===== src/rtl/uart_pkg.sv =====
// Shared definitions for the UART transmit path.
// Contents: UART store address, transmitter FSM state type, default baud divider and
// FIFO depth.
package uart_pkg;

    localparam logic [31:0] UART_ADDR          = 32'h2000_0000;
    localparam int unsigned CLK_DIV_DEFAULT    = 868;  // 100 MHz / 115200
    localparam int unsigned FIFO_DEPTH_DEFAULT = 16;

    typedef enum logic [1:0] {
        IDLE  = 2'd0,
        START = 2'd1,
        DATA  = 2'd2,
        STOP  = 2'd3
    } tx_state_t;

endpackage


===== src/rtl/sync_fifo.sv =====
// Single-clock FIFO with an occupancy counter.
// Ports:
//   i_clk, i_rst_n : clock, asynchronous active-low reset
//   i_push, i_din  : write request and data; a push when full is accepted only with a pop
//   i_pop          : read request; ignored when empty
//   o_dout         : current head entry (register contents, valid when !o_empty)
//   o_full/o_empty : occupancy flags
//   o_count        : number of stored entries
module sync_fifo #(
    parameter  int unsigned WIDTH = 8,
    parameter  int unsigned DEPTH = 16,
    localparam int unsigned PTR_W = $clog2(DEPTH),
    localparam int unsigned CNT_W = $clog2(DEPTH + 1)
) (
    input  logic             i_clk,
    input  logic             i_rst_n,
    input  logic             i_push,
    input  logic             i_pop,
    input  logic [WIDTH-1:0] i_din,
    output logic [WIDTH-1:0] o_dout,
    output logic             o_full,
    output logic             o_empty,
    output logic [CNT_W-1:0] o_count
);

    logic [WIDTH-1:0] r_mem [DEPTH];
    logic [PTR_W-1:0] r_wr_ptr;
    logic [PTR_W-1:0] r_rd_ptr;
    logic [CNT_W-1:0] r_count;
    logic             w_push;
    logic             w_pop;

    assign w_pop  = i_pop && (r_count != '0);
    // A simultaneous pop frees the slot being written, so a full FIFO can still accept.
    assign w_push = i_push && ((r_count != CNT_W'(DEPTH)) || w_pop);

    // Pointers wrap naturally because DEPTH is a power of two; r_count separates full/empty.
    always_ff @(posedge i_clk or negedge i_rst_n) begin
        if (!i_rst_n) begin
            r_wr_ptr <= '0;
            r_rd_ptr <= '0;
            r_count  <= '0;
            for (int i = 0; i < int'(DEPTH); i++) begin
                r_mem[i] <= '0;
            end
        end else begin
            if (w_push) begin
                r_mem[r_wr_ptr] <= i_din;
                r_wr_ptr        <= r_wr_ptr + PTR_W'(1);
            end
            if (w_pop) begin
                r_rd_ptr <= r_rd_ptr + PTR_W'(1);
            end
            if (w_push && !w_pop) begin
                r_count <= r_count + CNT_W'(1);
            end else if (!w_push && w_pop) begin
                r_count <= r_count - CNT_W'(1);
            end
        end
    end

    assign o_dout  = r_mem[r_rd_ptr];
    assign o_full  = (r_count == CNT_W'(DEPTH));
    assign o_empty = (r_count == '0);
    assign o_count = r_count;

endmodule


===== src/rtl/uart_tx_mmio.sv =====
// Memory-mapped UART transmitter (8N1, LSB first).
// Byte stores from the EX stage to UART_ADDR are queued in a FIFO and serialized on o_txd.
// Ports:
//   i_clk, i_rst_n : core clock, asynchronous active-low reset
//   i_mem_write    : store enable from EX stage
//   i_alu_result   : store address; exact 32-bit match against UART_ADDR
//   i_rs2_data     : store data; only bits [7:0] are sent regardless of store size
//   o_txd          : serial line, idle high, registered
//   o_tx_busy      : registered; high while bytes are queued or a frame is in flight
//   o_fifo_count   : bytes queued, excluding the frame in flight
//   o_drop_cnt     : saturating count of bytes discarded on a full FIFO
module uart_tx_mmio #(
    parameter  int unsigned CLK_DIV    = uart_pkg::CLK_DIV_DEFAULT,
    parameter  int unsigned FIFO_DEPTH = uart_pkg::FIFO_DEPTH_DEFAULT,
    parameter  logic [31:0] UART_ADDR  = uart_pkg::UART_ADDR,
    localparam int unsigned CNT_W      = $clog2(FIFO_DEPTH + 1)
) (
    input  logic             i_clk,
    input  logic             i_rst_n,
    input  logic             i_mem_write,
    input  logic [31:0]      i_alu_result,
    input  logic [31:0]      i_rs2_data,
    output logic             o_txd,
    output logic             o_tx_busy,
    output logic [CNT_W-1:0] o_fifo_count,
    output logic [7:0]       o_drop_cnt
);

    import uart_pkg::*;

    localparam int unsigned       BAUD_W = $clog2(CLK_DIV);
    localparam logic [BAUD_W-1:0] RELOAD = BAUD_W'(CLK_DIV - 1);

    tx_state_t         r_state;
    logic [BAUD_W-1:0] r_baud;
    logic [7:0]        r_shift;
    logic [2:0]        r_bit_idx;
    logic              r_txd;
    logic              r_tx_busy;
    logic [7:0]        r_drop_cnt;

    logic              w_push_req;
    logic              w_push_acc;
    logic              w_pop;
    logic              w_bit_done;
    logic              w_fifo_full;
    logic              w_fifo_empty;
    logic [7:0]        w_fifo_dout;
    logic [CNT_W-1:0]  w_fifo_count;
    logic [CNT_W-1:0]  w_count_next;
    logic              w_active_next;

    assign w_push_req = i_mem_write && (i_alu_result == UART_ADDR);
    assign w_bit_done = (r_baud == '0);
    // The FIFO head is taken either from idle or straight out of a finished stop bit.
    assign w_pop      = !w_fifo_empty &&
                        ((r_state == IDLE) || ((r_state == STOP) && w_bit_done));
    assign w_push_acc = w_push_req && (!w_fifo_full || w_pop);

    sync_fifo #(
        .WIDTH (8),
        .DEPTH (FIFO_DEPTH)
    ) u_fifo (
        .i_clk   (i_clk),
        .i_rst_n (i_rst_n),
        .i_push  (w_push_acc),
        .i_pop   (w_pop),
        .i_din   (i_rs2_data[7:0]),
        .o_dout  (w_fifo_dout),
        .o_full  (w_fifo_full),
        .o_empty (w_fifo_empty),
        .o_count (w_fifo_count)
    );

    // tx_busy reflects the post-edge state so it rises in the cycle right after a push.
    assign w_count_next  = w_fifo_count + CNT_W'(w_push_acc) - CNT_W'(w_pop);
    assign w_active_next = w_pop ||
                           ((r_state != IDLE) && !((r_state == STOP) && w_bit_done));

    always_ff @(posedge i_clk or negedge i_rst_n) begin
        if (!i_rst_n) begin
            r_drop_cnt <= '0;
        end else if (w_push_req && !w_push_acc && (r_drop_cnt != 8'hFF)) begin
            r_drop_cnt <= r_drop_cnt + 8'd1;
        end
    end

    always_ff @(posedge i_clk or negedge i_rst_n) begin
        if (!i_rst_n) begin
            r_state   <= IDLE;
            r_baud    <= '0;
            r_shift   <= '0;
            r_bit_idx <= '0;
            r_txd     <= 1'b1;
            r_tx_busy <= 1'b0;
        end else begin
            r_tx_busy <= (w_count_next != '0) || w_active_next;
            // Count down to zero and hold; every state/bit entry below reloads it.
            if (!w_bit_done) begin
                r_baud <= r_baud - BAUD_W'(1);
            end
            unique case (r_state)
                IDLE: begin
                    r_txd <= 1'b1;
                    if (w_pop) begin
                        r_shift <= w_fifo_dout;
                        r_txd   <= 1'b0;
                        r_baud  <= RELOAD;
                        r_state <= START;
                    end
                end
                START: begin
                    if (w_bit_done) begin
                        r_bit_idx <= '0;
                        r_txd     <= r_shift[0];
                        r_baud    <= RELOAD;
                        r_state   <= DATA;
                    end
                end
                DATA: begin
                    if (w_bit_done) begin
                        r_baud <= RELOAD;
                        if (r_bit_idx == 3'd7) begin
                            r_txd   <= 1'b1;
                            r_state <= STOP;
                        end else begin
                            r_shift   <= {1'b0, r_shift[7:1]};
                            r_txd     <= r_shift[1];
                            r_bit_idx <= r_bit_idx + 3'd1;
                        end
                    end
                end
                STOP: begin
                    if (w_bit_done) begin
                        r_baud <= RELOAD;
                        if (w_pop) begin
                            r_shift <= w_fifo_dout;
                            r_txd   <= 1'b0;
                            r_state <= START;
                        end else begin
                            r_txd   <= 1'b1;
                            r_state <= IDLE;
                        end
                    end
                end
                default: begin
                    r_txd   <= 1'b1;
                    r_state <= IDLE;
                end
            endcase
        end
    end

    assign o_txd        = r_txd;
    assign o_tx_busy    = r_tx_busy;
    assign o_fifo_count = w_fifo_count;
    assign o_drop_cnt   = r_drop_cnt;

endmodule


===== config.mk =====
export PLATFORM = sky130hd
export DESIGN_NAME = uart_tx_mmio
export DESIGN_NICKNAME = d
export VERILOG_FILES = /design/src/rtl/uart_pkg.sv /design/src/rtl/sync_fifo.sv /design/src/rtl/uart_tx_mmio.sv
export SDC_FILE = /design/constraint.sdc
export NUM_CORES = 1
export LEC_CHECK = 0
export CAP_MARGIN = 20
export CORE_MARGIN = 10
export CORE_UTILIZATION = 58
export DETAILED_ROUTE_END_ITERATION = 8
export PLACE_DENSITY = 0.92
export SKIP_LAST_GASP = 1
export SLEW_MARGIN = 20
export SYNTH_ARGS = -nofsm -noshare
export SYNTH_HDL_FRONTEND = slang
export SYNTH_SLANG_ARGS = --single-unit

===== constraint.sdc =====
create_clock -name i_clk -period 4.35 [get_ports i_clk]
set_input_delay 0.87 -clock i_clk [delete_from_list [all_inputs] [get_ports i_clk]]
set_output_delay 0.87 -clock i_clk [all_outputs]
set_load 0.05 [all_outputs]

==> impl_metrics.json <==
{
  "worstMarginPinSlew_ns": 1.143,
  "cp_max_fo": 8,
  "path_clk_slew_ns": 0.06,
  "synth_nets": 760,
  "firstDrtPassIters": 5,
  "num-fill-cells": 997,
  "async_flop_share_pct": 100.0,
  "io_buffers": 57,
  "ir_drop_mv": 0.3688,
  "via_count": 5881,
  "cts_resized": 0,
  "yosys.area_share.simple_pct": 11.54,
  "synth_xor_area_share_pct": 2.614,
  "vias_per_cell": 6.283,
  "ys_seq_area_share_pct": 48.15,
  "ys_top_cells_by_count": "173 x dfrtp_1, 124 x mux2_2, 27 x mux4_2",
  "die_w_um": 144.9,
  "dp_cells": 906,
  "synth_top_family_by_area": "multiplexers",
  "hold_path_class": "input port to asynchronous set/reset pin",
  "maxCapViolCount": 0,
  "start_util_pct": 59.28,
  "postCtsSetupRepairBufs": 0,
  "yosysWarnings": 0,
  "synth_compound_area_share_pct": 4.523,
  "max_slew_margin_pct": 23.81,
  "cts_made_buffers": 17,
  "setup_viol": 0,
  "final_cells": 936,
  "cts_root_buf": "clkbuf_16",
  "p_clk_share_pct": 48.3,
  "cpMostUsedCell": "ha_1",
  "intPower_mw": 2.622,
  "combPwrFrac_pct": 2.9,
  "synth.mux.area_fraction_pct": 26.34,
  "rows": 45,
  "path_buf_inv": 3,
  "synth_cell_types": 66,
  "critical-path-max-stage-delay_ns": 0.40,
  "crit_family": "adder cells",
  "grt_max_degree": 89,
  "fin_nets": 809,
  "regArea_um2": 4357,
  "ios": 82,
  "fmaxAchievable_ghz": 0.2797,
  "finClkSkew_ns": 0.008241,
  "post_dp_cell_area_um2": 9766,
  "seq_power_share_pct": 48.8,
  "multi_input_area_um2": 4437,
  "yosys-top-cells-area": "dfrtp_1 48%, mux2_2 15%, mux4_2 6.7%",
  "ant_nets": 0,
  "yosys.area_share.adder_pct": 4.039,
  "yosysMostFrequentCell": "dfrtp_1",
  "drv_slew": 0,
  "die_h_um": 144.9,
  "hpwl_um": 13960,
  "path_cells": "inv_1 > ha_1 > nor3b_1 > a41o_1 > nand2_1 > clkinv_1 > ha_1 > inv_1 > ha_1 > fa_1 > a21oi_1 > nor2_1 > nor2_1 > xnor2_1 > nand4_1",
  "syn_inst": 665,
  "grt_pass1_wl_um": 33330,
  "ys_seq_elements": 174,
  "hold_viol_final": 0,
  "rsz0062_at_grt": "no",
  "crit_type": "flop to flop",
  "required_ns": 4.65,
  "synth_top_area_share_pct": 47.86,
  "period_needed_ns": 3.575,
  "drt_iter0_markers": 550,
  "routabilityCongestion": 0.8866,
  "grt_pass1_vias": 6391,
  "antenna_found_initial": 0,
  "stdcell_area_um2": 10380,
  "cts_tree": "done",
  "power.leakage_nw": 4.770,
  "grt_overflow": 0,
  "antenna_cells": 0,
  "wirelength_um": 20450,
  "ys.flop_type": "dfrtp_1",
  "drc": 0,
  "drive_gt1_share_pct": 31.03,
  "synth-edff-count": 0,
  "wl_per_cell_um": 21.85,
  "status": "finished, final reports clean",
  "power.switching_uw": 693.6,
  "powerDensity_nw_per_um2": 319.4,
  "cp-end-kind": "flop",
  "worst_skew_pair.late_latency_ns": 0.44,
  "swShare_pct": 20.92,
  "min_period_over_period_pct": 82.19,
  "cp-start-kind": "flop",
  "clkSinkCount": 174,
  "tns_ns": 0,
  "cts-hold-fix-buffers": 0,
  "track_usage_pct": 20.48,
  "clk_path_buf_depth": 2,
  "arrival_ns": 3.88,
  "cpMaxStageDelayCell": "dfrtp_1",
  "yosys.area.top_type": "dfrtp_1",
  "area_growth_pct": 14.76,
  "post_synth.cell_area_avg_um2": 13.60,
  "coreArea_um2": 15260,
  "synth_area_um2": 9045,
  "dieArea_um2": 20990,
  "h-tree-depth": 4
}
[path summary, 6_finish.rpt]
| kind | to | cells after the start | from | slack, ns |
|---|---|---|---|---|
| max reg2reg | o_tx_busy | 15 | r_baud[0] | 0.77 |
| max in group asynchronous | u_fifo.r_mem[95] | 2 | i_rst_n | 2.93 |
| min | u_fifo.o_count[4] | 1 | i_rst_n | 0.48 |
| min in group i_clk | u_fifo.r_mem[28] | 1 | u_fifo.r_mem[28] | 0.49 |
| max | o_tx_busy | 15 | r_baud[0] | 0.77 |
| min reg2reg | u_fifo.r_mem[28] | 1 | u_fifo.r_mem[28] | 0.49 |
[power by group through the flow]
stage | Clock (mW) | Sequential, mW | Combinational (mW)
global placement | 0 | 1.65 | 0.0941
detailed placement | 0 | 1.65 | 0.0991
global route | 1.69 | 1.62 | 0.108
CTS | 1.62 | 1.62 | 0.100
finish | 1.60 | 1.62 | 0.0975
floorplan | 0 | 1.65 | 0.0127
[metrics by stage]
step           setup slack, ns  hold WS (ns)  utilization [%]  total power, mW
2_1_floorplan            1.011        0.4587                -            1.661
3_3_place_gp            0.5898        0.4676            64.00            1.742
3_5_place_dp            0.5103        0.4803            64.00            1.747
4_1_cts                 0.8238        0.4947            68.03            3.337
5_1_grt                 0.5793        0.5111            68.03            3.418
6_report                0.7748        0.4757            68.03            3.316
[cell usage in the layout, fill, tap and decap left out, types with 11 or more instances in the layout]
master / instances
clkdlybuf4s50_1: 56
inv_1: 15
mux2_2: 124
clkbuf_16: 17
mux2i_1: 19
nor2_1: 16
nand4_4: 12
nand4_1: 12
a21oi_1: 11
mux4_2: 27
nand3_1: 12
xnor2_1: 19
dfrtp_1: 172
ha_1: 26
nor4_1: 14
o21ai_0: 12
nand2_1: 25
[cells by family (layout without fill, tap and decap cells)]
logic type               after synthesis  after routing
AO/OA/AOI/OAI                         58             58
flip-flops                           174            174
AND/OR/NAND/NOR                      142            142
XOR/XNOR                              27             27
buffers and inverters                 52            112
adder cells (fa/ha/maj)               28             28
multiplexers                         184            184
[state kept, by name, indices dropped and copies added, names as in the netlist, 2 cells and up]
| signal | cells |
|---|---|
| r_state | 2 |
| r_bit_idx | 3 |
| o_drop_cnt | 8 |
| r_shift | 8 |
| u_fifo.r_wr_ptr | 4 |
| u_fifo.r_rd_ptr | 4 |
| r_baud | 10 |
| u_fifo.o_count | 5 |
| u_fifo.r_mem | 128 |
[routing by layer]
layer / wire length (µm) / track usage (%)
met1: 8271 / 24.22
met2: 10560 / 35.63
met3: 1134 / 4.596
met4: 484 / 7.713
met5: 0 / 0
[area by class of cell]
class | instances | share of cell area (%)
multi-input combinational | 439 | 42.74
sequential | 174 | 41.97
timing repair buffer | 65 | 6.208
clock buffer | 19 | 4.171
tap | 211 | 2.543
clock inverter | 11 | 1.748
inverter | 17 | 0.6148
Power figures use the tool's default switching activity.
